### src/rtl/flags_sequencer_pkg.sv
// Shared definitions for the flags sequencer: flag bit positions, condition
// codes, carry-source selects and the branch-wait FSM encoding.
// Latency: n/a (definitions only). Backpressure: n/a.
// Optional feature macro used by the slice: FLAGS_SHADOW_EN (interrupt flag shadow).
package flags_sequencer_pkg;

    // Bit positions inside the architectural {V,S,Z,C} vector.
    localparam int F_C = 0;
    localparam int F_Z = 1;
    localparam int F_S = 2;
    localparam int F_V = 3;

    // Condition-code selectors.
    localparam logic [3:0] COND_AL = 4'd0;   // always
    localparam logic [3:0] COND_EQ = 4'd1;   // Z
    localparam logic [3:0] COND_NE = 4'd2;   // ~Z
    localparam logic [3:0] COND_CS = 4'd3;   // C
    localparam logic [3:0] COND_CC = 4'd4;   // ~C
    localparam logic [3:0] COND_MI = 4'd5;   // S
    localparam logic [3:0] COND_PL = 4'd6;   // ~S
    localparam logic [3:0] COND_VS = 4'd7;   // V
    localparam logic [3:0] COND_VC = 4'd8;   // ~V
    localparam logic [3:0] COND_HI = 4'd9;   // C & ~Z
    localparam logic [3:0] COND_LS = 4'd10;  // ~C | Z
    localparam logic [3:0] COND_GE = 4'd11;  // S == V
    localparam logic [3:0] COND_LT = 4'd12;  // S != V
    localparam logic [3:0] COND_GT = 4'd13;  // ~Z & (S == V)
    localparam logic [3:0] COND_LE = 4'd14;  // Z | (S != V)
    localparam logic [3:0] COND_NV = 4'd15;  // never

    // Carry source, indexed by {CarrySelB, CarrySelA}.
    localparam logic [1:0] CSEL_KEEP  = 2'b00;
    localparam logic [1:0] CSEL_ARITH = 2'b01;
    localparam logic [1:0] CSEL_LOGIC = 2'b10;
    localparam logic [1:0] CSEL_ZERO  = 2'b11;

    // Branch-condition FSM encoding.
    typedef enum logic [1:0] {
        ST_IDLE = 2'd0,
        ST_WAIT = 2'd1,
        ST_EVAL = 2'd2
    } state_t;

    // Candidate carry for a flags update given the delayed select pair.
    function automatic logic carry_pick(input logic [1:0] sel,
                                        input logic       c_old,
                                        input logic       arith_c,
                                        input logic       logic_c);
        logic c_new;
        case (sel)
            CSEL_KEEP:  c_new = c_old;
            CSEL_ARITH: c_new = arith_c;
            CSEL_LOGIC: c_new = logic_c;
            default:    c_new = 1'b0;
        endcase
        return c_new;
    endfunction

endpackage

### src/rtl/flags_sequencer_cond_eval.sv
// Purpose: combinational evaluation of a 4-bit condition code against {V,S,Z,C}.
// Latency: zero cycles (pure combinational).
// Backpressure: none; the caller decides when the result is sampled.
// Ports: cond_code (selector), flags ({V,S,Z,C}), taken (condition result).
module flags_sequencer_cond_eval
    import flags_sequencer_pkg::*;
(
    input  logic [3:0] cond_code,
    input  logic [3:0] flags,
    output logic       taken
);

    logic v;
    logic s;
    logic z;
    logic c;

    assign v = flags[F_V];
    assign s = flags[F_S];
    assign z = flags[F_Z];
    assign c = flags[F_C];

    always_comb begin
        taken = 1'b0;
        case (cond_code)
            COND_AL: taken = 1'b1;
            COND_EQ: taken = z;
            COND_NE: taken = ~z;
            COND_CS: taken = c;
            COND_CC: taken = ~c;
            COND_MI: taken = s;
            COND_PL: taken = ~s;
            COND_VS: taken = v;
            COND_VC: taken = ~v;
            COND_HI: taken = c & ~z;
            COND_LS: taken = ~c | z;
            COND_GE: taken = (s == v);
            COND_LT: taken = (s != v);
            COND_GT: taken = ~z & (s == v);
            COND_LE: taken = z | (s != v);
            default: taken = 1'b0;           // COND_NV
        endcase
    end

endmodule

### src/rtl/flags_sequencer.sv
// Purpose: architectural {V,S,Z,C} register with masked updates, in-flight
//          flag-writer scoreboard and stalled conditional-branch evaluation.
// Latency: flags visible the cycle after ExecValid; CondDone at best one cycle
//          after CondValid, later while flag writers are outstanding.
// Backpressure: IssueStall holds issue when the writer counter is full;
//          CondStall holds the branch requester until CondDone.
// Optional feature: define FLAGS_SHADOW_EN to add an interrupt flag shadow
//          (IntEntry saves, IntReturn restores); otherwise both inputs are ignored.
// Ports:
//   clk, rst_n                      clock, asynchronous active-low reset
//   IssueFlagWr / IssueStall        flag-writer issue and its hold-off
//   ExecValid, ExecMask             registered ALU flags valid, per-flag enables
//   ArithCarryIn, LogicCarryIn      carry candidates, chosen by CarrySelB/CarrySelA
//   ZeroIn                          zero flag, one cycle ahead of the others
//   SignIn, OverflowIn              registered sign / overflow
//   CondValid, CondCode             branch condition request (held until CondDone)
//   CondStall, CondDone, CondTaken  request status and result
//   Flush                           drops outstanding writers and any pending request
//   IntEntry, IntReturn             shadow save / restore
//   FlagsOut                        architectural {V,S,Z,C}
module flags_sequencer
    import flags_sequencer_pkg::*;
#(
    parameter int         PEND_W      = 2,
    parameter logic [3:0] RESET_FLAGS = 4'b0000
)
(
    input  logic       clk,
    input  logic       rst_n,
    input  logic       IssueFlagWr,
    output logic       IssueStall,
    input  logic       ExecValid,
    input  logic [3:0] ExecMask,
    input  logic       ArithCarryIn,
    input  logic       LogicCarryIn,
    input  logic       ZeroIn,
    input  logic       SignIn,
    input  logic       OverflowIn,
    input  logic       CarrySelA,
    input  logic       CarrySelB,
    input  logic       CondValid,
    input  logic [3:0] CondCode,
    output logic       CondStall,
    output logic       CondDone,
    output logic       CondTaken,
    input  logic       Flush,
    input  logic       IntEntry,
    input  logic       IntReturn,
    output logic [3:0] FlagsOut
);

    localparam logic [PEND_W-1:0] PEND_MAX = '1;

    logic [3:0]        flags_q;
    logic [3:0]        flags_next;
    logic              zero_d;
    logic              carry_new;
    logic [PEND_W-1:0] pend;
    logic              exec_wr;
    logic              settled;
    logic              cond_hit;
    state_t            state;
    logic              done_q;
    logic              taken_q;

    // ------------------------------------------------------------------
    // Flags register
    // ------------------------------------------------------------------

    // ZeroIn arrives a cycle before the rest of the ALU flags; delaying it
    // here lines it up with the registered V/S/C inputs.
    always_ff @(posedge clk or negedge rst_n) begin
        if (!rst_n) begin
            zero_d <= 1'b0;
        end else begin
            zero_d <= ZeroIn;
        end
    end

    assign carry_new = carry_pick({CarrySelB, CarrySelA}, flags_q[F_C],
                                  ArithCarryIn, LogicCarryIn);

`ifdef FLAGS_SHADOW_EN
    logic [3:0] shadow_q;

    // Captures the value before any same-cycle update, i.e. the flags the
    // interrupted instruction stream actually saw.
    always_ff @(posedge clk or negedge rst_n) begin
        if (!rst_n) begin
            shadow_q <= RESET_FLAGS;
        end else if (IntEntry) begin
            shadow_q <= flags_q;
        end
    end
`else
    logic unused_int;
    assign unused_int = IntEntry | IntReturn;
`endif

    always_comb begin
        flags_next = flags_q;
        if (ExecValid) begin
            if (ExecMask[F_C]) flags_next[F_C] = carry_new;
            if (ExecMask[F_Z]) flags_next[F_Z] = zero_d;
            if (ExecMask[F_S]) flags_next[F_S] = SignIn;
            if (ExecMask[F_V]) flags_next[F_V] = OverflowIn;
        end
`ifdef FLAGS_SHADOW_EN
        // Returning from the handler wins over any ALU update in flight.
        if (IntReturn) flags_next = shadow_q;
`endif
    end

    // Flush does not touch the flags: an ExecValid in the flush cycle still
    // belongs to an instruction that already completed.
    always_ff @(posedge clk or negedge rst_n) begin
        if (!rst_n) begin
            flags_q <= RESET_FLAGS;
        end else begin
            flags_q <= flags_next;
        end
    end

    assign FlagsOut = flags_q;

    // ------------------------------------------------------------------
    // In-flight flag-writer scoreboard
    // ------------------------------------------------------------------

    // Only an update that actually writes a flag retires a writer.
    assign exec_wr    = ExecValid & (|ExecMask);
    assign IssueStall = (pend == PEND_MAX);

    // A writer retiring in the same cycle as an issue hands its slot straight
    // to the issuing instruction, so the count holds even at saturation.
    // Issue alone is refused while full and retire alone is refused at zero,
    // so the counter never wraps.
    always_ff @(posedge clk or negedge rst_n) begin
        if (!rst_n) begin
            pend <= '0;
        end else if (Flush) begin
            pend <= '0;
        end else if (IssueFlagWr && exec_wr) begin
            pend <= pend;
        end else if (IssueFlagWr && !IssueStall) begin
            pend <= pend + 1'b1;
        end else if (exec_wr && (pend != '0)) begin
            pend <= pend - 1'b1;
        end
    end

    // ------------------------------------------------------------------
    // Branch-condition sequencing
    // ------------------------------------------------------------------

    // Flags are final only when no writer is outstanding and the register is
    // not being written this very cycle.
    assign settled = (pend == '0) & ~ExecValid;

    flags_sequencer_cond_eval u_cond_eval (
        .cond_code (CondCode),
        .flags     (flags_q),
        .taken     (cond_hit)
    );

    // done_q is set on the edge that enters EVAL, so it is high exactly for
    // the EVAL cycle; the condition is sampled from the settled flags then.
    always_ff @(posedge clk or negedge rst_n) begin
        if (!rst_n) begin
            state   <= ST_IDLE;
            done_q  <= 1'b0;
            taken_q <= 1'b0;
        end else begin
            done_q <= 1'b0;
            if (Flush) begin
                state <= ST_IDLE;
            end else begin
                case (state)
                    ST_IDLE: begin
                        if (CondValid) begin
                            if (settled) begin
                                state   <= ST_EVAL;
                                done_q  <= 1'b1;
                                taken_q <= cond_hit;
                            end else begin
                                state <= ST_WAIT;
                            end
                        end
                    end
                    ST_WAIT: begin
                        if (!CondValid) begin
                            state <= ST_IDLE;
                        end else if (settled) begin
                            state   <= ST_EVAL;
                            done_q  <= 1'b1;
                            taken_q <= cond_hit;
                        end
                    end
                    ST_EVAL: begin
                        state <= ST_IDLE;
                    end
                    default: begin
                        state <= ST_IDLE;
                    end
                endcase
            end
        end
    end

    // A flush landing on the EVAL cycle cancels the result; the held request
    // is then re-evaluated from IDLE.
    assign CondDone  = done_q & ~Flush;
    assign CondTaken = taken_q;
    assign CondStall = CondValid & (state != ST_EVAL);

endmodule

### config.mk
export PLATFORM = sky130hd
export DESIGN_NAME = flags_sequencer
export DESIGN_NICKNAME = d
export VERILOG_FILES = /design/src/rtl/flags_sequencer_pkg.sv /design/src/rtl/flags_sequencer_cond_eval.sv /design/src/rtl/flags_sequencer.sv
export SDC_FILE = /design/constraint.sdc
export NUM_CORES = 1
export LEC_CHECK = 0
export ABC_CLOCK_PERIOD_IN_PS = 1450
export CAP_MARGIN = 15
export CORE_MARGIN = 3
export CORE_UTILIZATION = 40
export DETAILED_ROUTE_END_ITERATION = 6
export PLACE_DENSITY = 0.77
export SLEW_MARGIN = 0
export SYNTH_ARGS = -nofsm -noshare
export SYNTH_HDL_FRONTEND = slang
export SYNTH_SLANG_ARGS = --single-unit
### constraint.sdc
create_clock -name clk -period 1.45 [get_ports clk]
set_input_delay 0.2175 -clock clk [delete_from_list [all_inputs] [get_ports clk]]
set_output_delay 0.2175 -clock clk [all_outputs]
set_load 0.03 [all_outputs]
==> metrics.md <==
| Metric | Value |
|---|---|
| Worst ir drop on vdd | `0.0005422 V` |
| Synth area leaders | `dfrtp_1 (39%), nor2_1 (5.8%), ha_1 (5.3%), a21oi_1 (4.9%), mux2_2 (4.8%)` |
| Core area | `1594 µm²` |
| Actual slew at the worst max-slew pin | `486.3 ps` |
| CTS resizes | `6` |
| Worst Path Class, Setup | `reg -> out` |
| Crit path launch type | `register` |
| H-tree depth | `1` |
| Finished Layout Cells | `153` |
| Post-route clock period utilization | `93.63%` |
| Synth warnings | `0` |
| Slowest stage delay, CP | `440 ps` |
| Setup WS pre-CTS | `-178.3 ps` |
| Number of fill cells in the layout | `144` |
| Vias in the first global route | `738` |
| Inst Count DP | `149` |
| Hpwl dp | `1.576 mm` |
| Hold-fix buffers at CTS | `0` |
| Syn_nets | `108` |
| Share of Yosys cell area claimed by the top area cell type | `38.73%` |
| Clock Skew | `2.397 ps` |
| Most area-hungry cell type in the Yosys netlist | `dfrtp_1` |
| Layout Nets | `156` |
| Largest net degree at the start of global routing | `12` |
| PnR worst setup slack | `92.37 ps` |
| Share of cells above drive strength 1 | `21.71%` |
| Final hold violations | `0` |
| Clock Path Buffers | `2` |
| Synth-to-Final Area Change | `61.62%` |
| Synth Cell Area | `710.7 µm²` |
| GP Congestion | `0.8322` |
| CP top delay family | `flip-flops` |
| Total Wirelength | `1.870 mm` |
| Fmax | `0.7366 GHz` |
| Hold Crit Class | `in -> async` |
| Final number of setup-violating endpoints | `0` |
| Routed Antenna Nets | `0` |
| Post-CTS Setup Bufs | `0` |
| Wire per inst | `12.22 µm` |
| Row Count | `14` |
| Clk Latency, worst-skew pair | `270 ps` |
| Register bit total from synthesis | `11` |
| Die X | `48.15 µm` |
| Congestion Overflow GR | `0` |
| Total power | `908.5 µW` |
| Slew HR | `67.48%` |
| Instance count of the mapped netlist | `82` |
| Status | `finished, final reports clean` |
| Overall global routing resource usage | `17.78%` |
| CP Data Required Time | `1230 ps` |
| Primary FF master, synth | `dfrtp_1` |
| First-pass GRT wire length | `2.829 mm` |
| Count of cell types in the netlist | `31` |
| Initial antenna violation count | `0` |
| Critical Path AT | `1140 ps` |
| Lkg Pwr | `0.0005311 µW` |
| Die area | `2318 µm²` |
| Number of clock sinks | `11` |
| Initial DRC count | `21` |
| Initial DRT Pass Iterations | `4` |
| Inserted Diodes | `0` |
| CTS tree | `built` |
| Input/output buffers | `28` |
| Number of CTS-inserted buffers | `3` |
| Post-synth EDFFs | `0` |
| Boundary Pins | `31` |
| PwrDens | `791.0 nW/µm²` |
| DR vias/cell | `5.170` |
| Final Slew Violations | `0` |
| Most common cell after layout, fill and taps aside | `clkdlybuf4s50_1` |
| Unrepaired setup endpoints after global routing | `no` |
| # DRC | `0` |
| Clock Tree Root | `clkbuf_4` |
| Sequential area share after synthesis | `38.73%` |
| Max-cap violations | `0` |
| Synthesized area per cell | `8.667 µm²` |
| Clock transition at the registers of the reported paths | `70 ps` |
| Most frequent cells in the layout | `clkdlybuf4s50_1 (20), buf_4 (19), dfrtp_1 (11), nor2_1 (11), a21oi_1 (7)` |
| CP cell instances | `dlygate4sd2_1` |
| Worst path bufs/invs | `1` |
| CP max FO | `6` |
| Total number of vias | `791` |
| Fin crit period | `1358 ps` |
| Ys async rst share | `100.0%` |
| Endpoint class of the critical path | `output port` |
| Slowest CP cell | `dfrtp_1` |
| Die height | `48.15 µm` |
| Initial Util | `44.58%` |
## sequential cells by signal, indices dropped and copies added, names as in the netlist
name / flops
done_q: 1
FlagsOut: 4
CondTaken: 1
zero_d: 1
pend: 2
state: 2
## kinds of logic (layout without fill, tap and decap cells)
group,after synthesis,after routing,share of synthesized area (%)
flip-flops,11,11,38.73
AO/OA/AOI/OAI,21,21,19.72
XOR/XNOR,1,1,1.233
adder cells (fa/ha/maj),3,3,5.282
AND/OR/NAND/NOR,32,32,22.36
multiplexers,5,5,7.570
buffers and inverters,9,56,5.104
## area by class of cell
class,instances,area (µm²),share of cell area [%]
inverter,7,26.28,2.288
sequential,11,275.3,23.97
clock buffer,4,26.28,2.288
timing repair buffer,45,391.6,34.10
tap,24,30.03,2.614
multi-input combinational,62,399.1,34.75
## stage by stage
step	hold WS, ps	util [%]	instance area, µm²	TNS, ps
floorplan	-78.09	-	710.7	0
global placement	457.1	71.11	1134	-374.4
detailed placement	467.8	71.11	1134	-468.1
CTS	291.6	72.29	1152	0
global route	304.7	72.06	1149	0
finish	278.1	72.06	1149	0
## per-layer routing
layer	wire length, µm	track usage, %	part of all wire (%)
met3	138	7.011	7.4
met5	0	0	0
met4	0	3.226	0
met2	977	32.55	52
met1	753	19.27	40
## cells in the mapped netlist (2+ instances only)
library cell	number
dfrtp_1	11
nor2_1	11
a21oi_1	7
inv_1	6
nand2_1	6
ha_1	3
mux2_2	3
nor3_1	3
a21boi_0	2
a31oi_1	2
and2_1	2
and3_1	2
mux2i_1	2
nand3b_1	2
o21ai_0	2
o311ai_0	2
or3_1	2
## power breakdown
part / leakage, µW / switching [µW] / total (µW) / internal (µW)
combinational: 0.000377 / 168 / 336 / 169
clock: 0.0000150 / 101 / 208 / 106
sequential: 0.000139 / 26.0 / 364 / 338
total: 0.000531 / 295 / 908 / 614
## final timing paths
| kind | slack (ps) | start | cells after the start | endpoint |
|---|---|---|---|---|
| worst max register to register | 100 | FlagsOut[2]$_DFFE_PN0P_ | 6 | CondTaken$_DFFE_PN0P_ |
| max in group asynchronous | 840 | rst_n | 1 | pend[0]$_DFFE_PN0P_ |
| min in group clk | 390 | ZeroIn | 1 | zero_d$_DFF_PN0_ |
| worst min register to register | 480 | zero_d$_DFF_PN0_ | 1 | FlagsOut[1]$_DFFE_PN0P_ |
| worst max-delay path | 90 | FlagsOut[3]$_DFFE_PN0P_ | 1 | FlagsOut[3] |
| worst min-delay path | 280 | rst_n | 1 | pend[1]$_DFFE_PN0P_ |
Power figures use the tool's default switching activity.
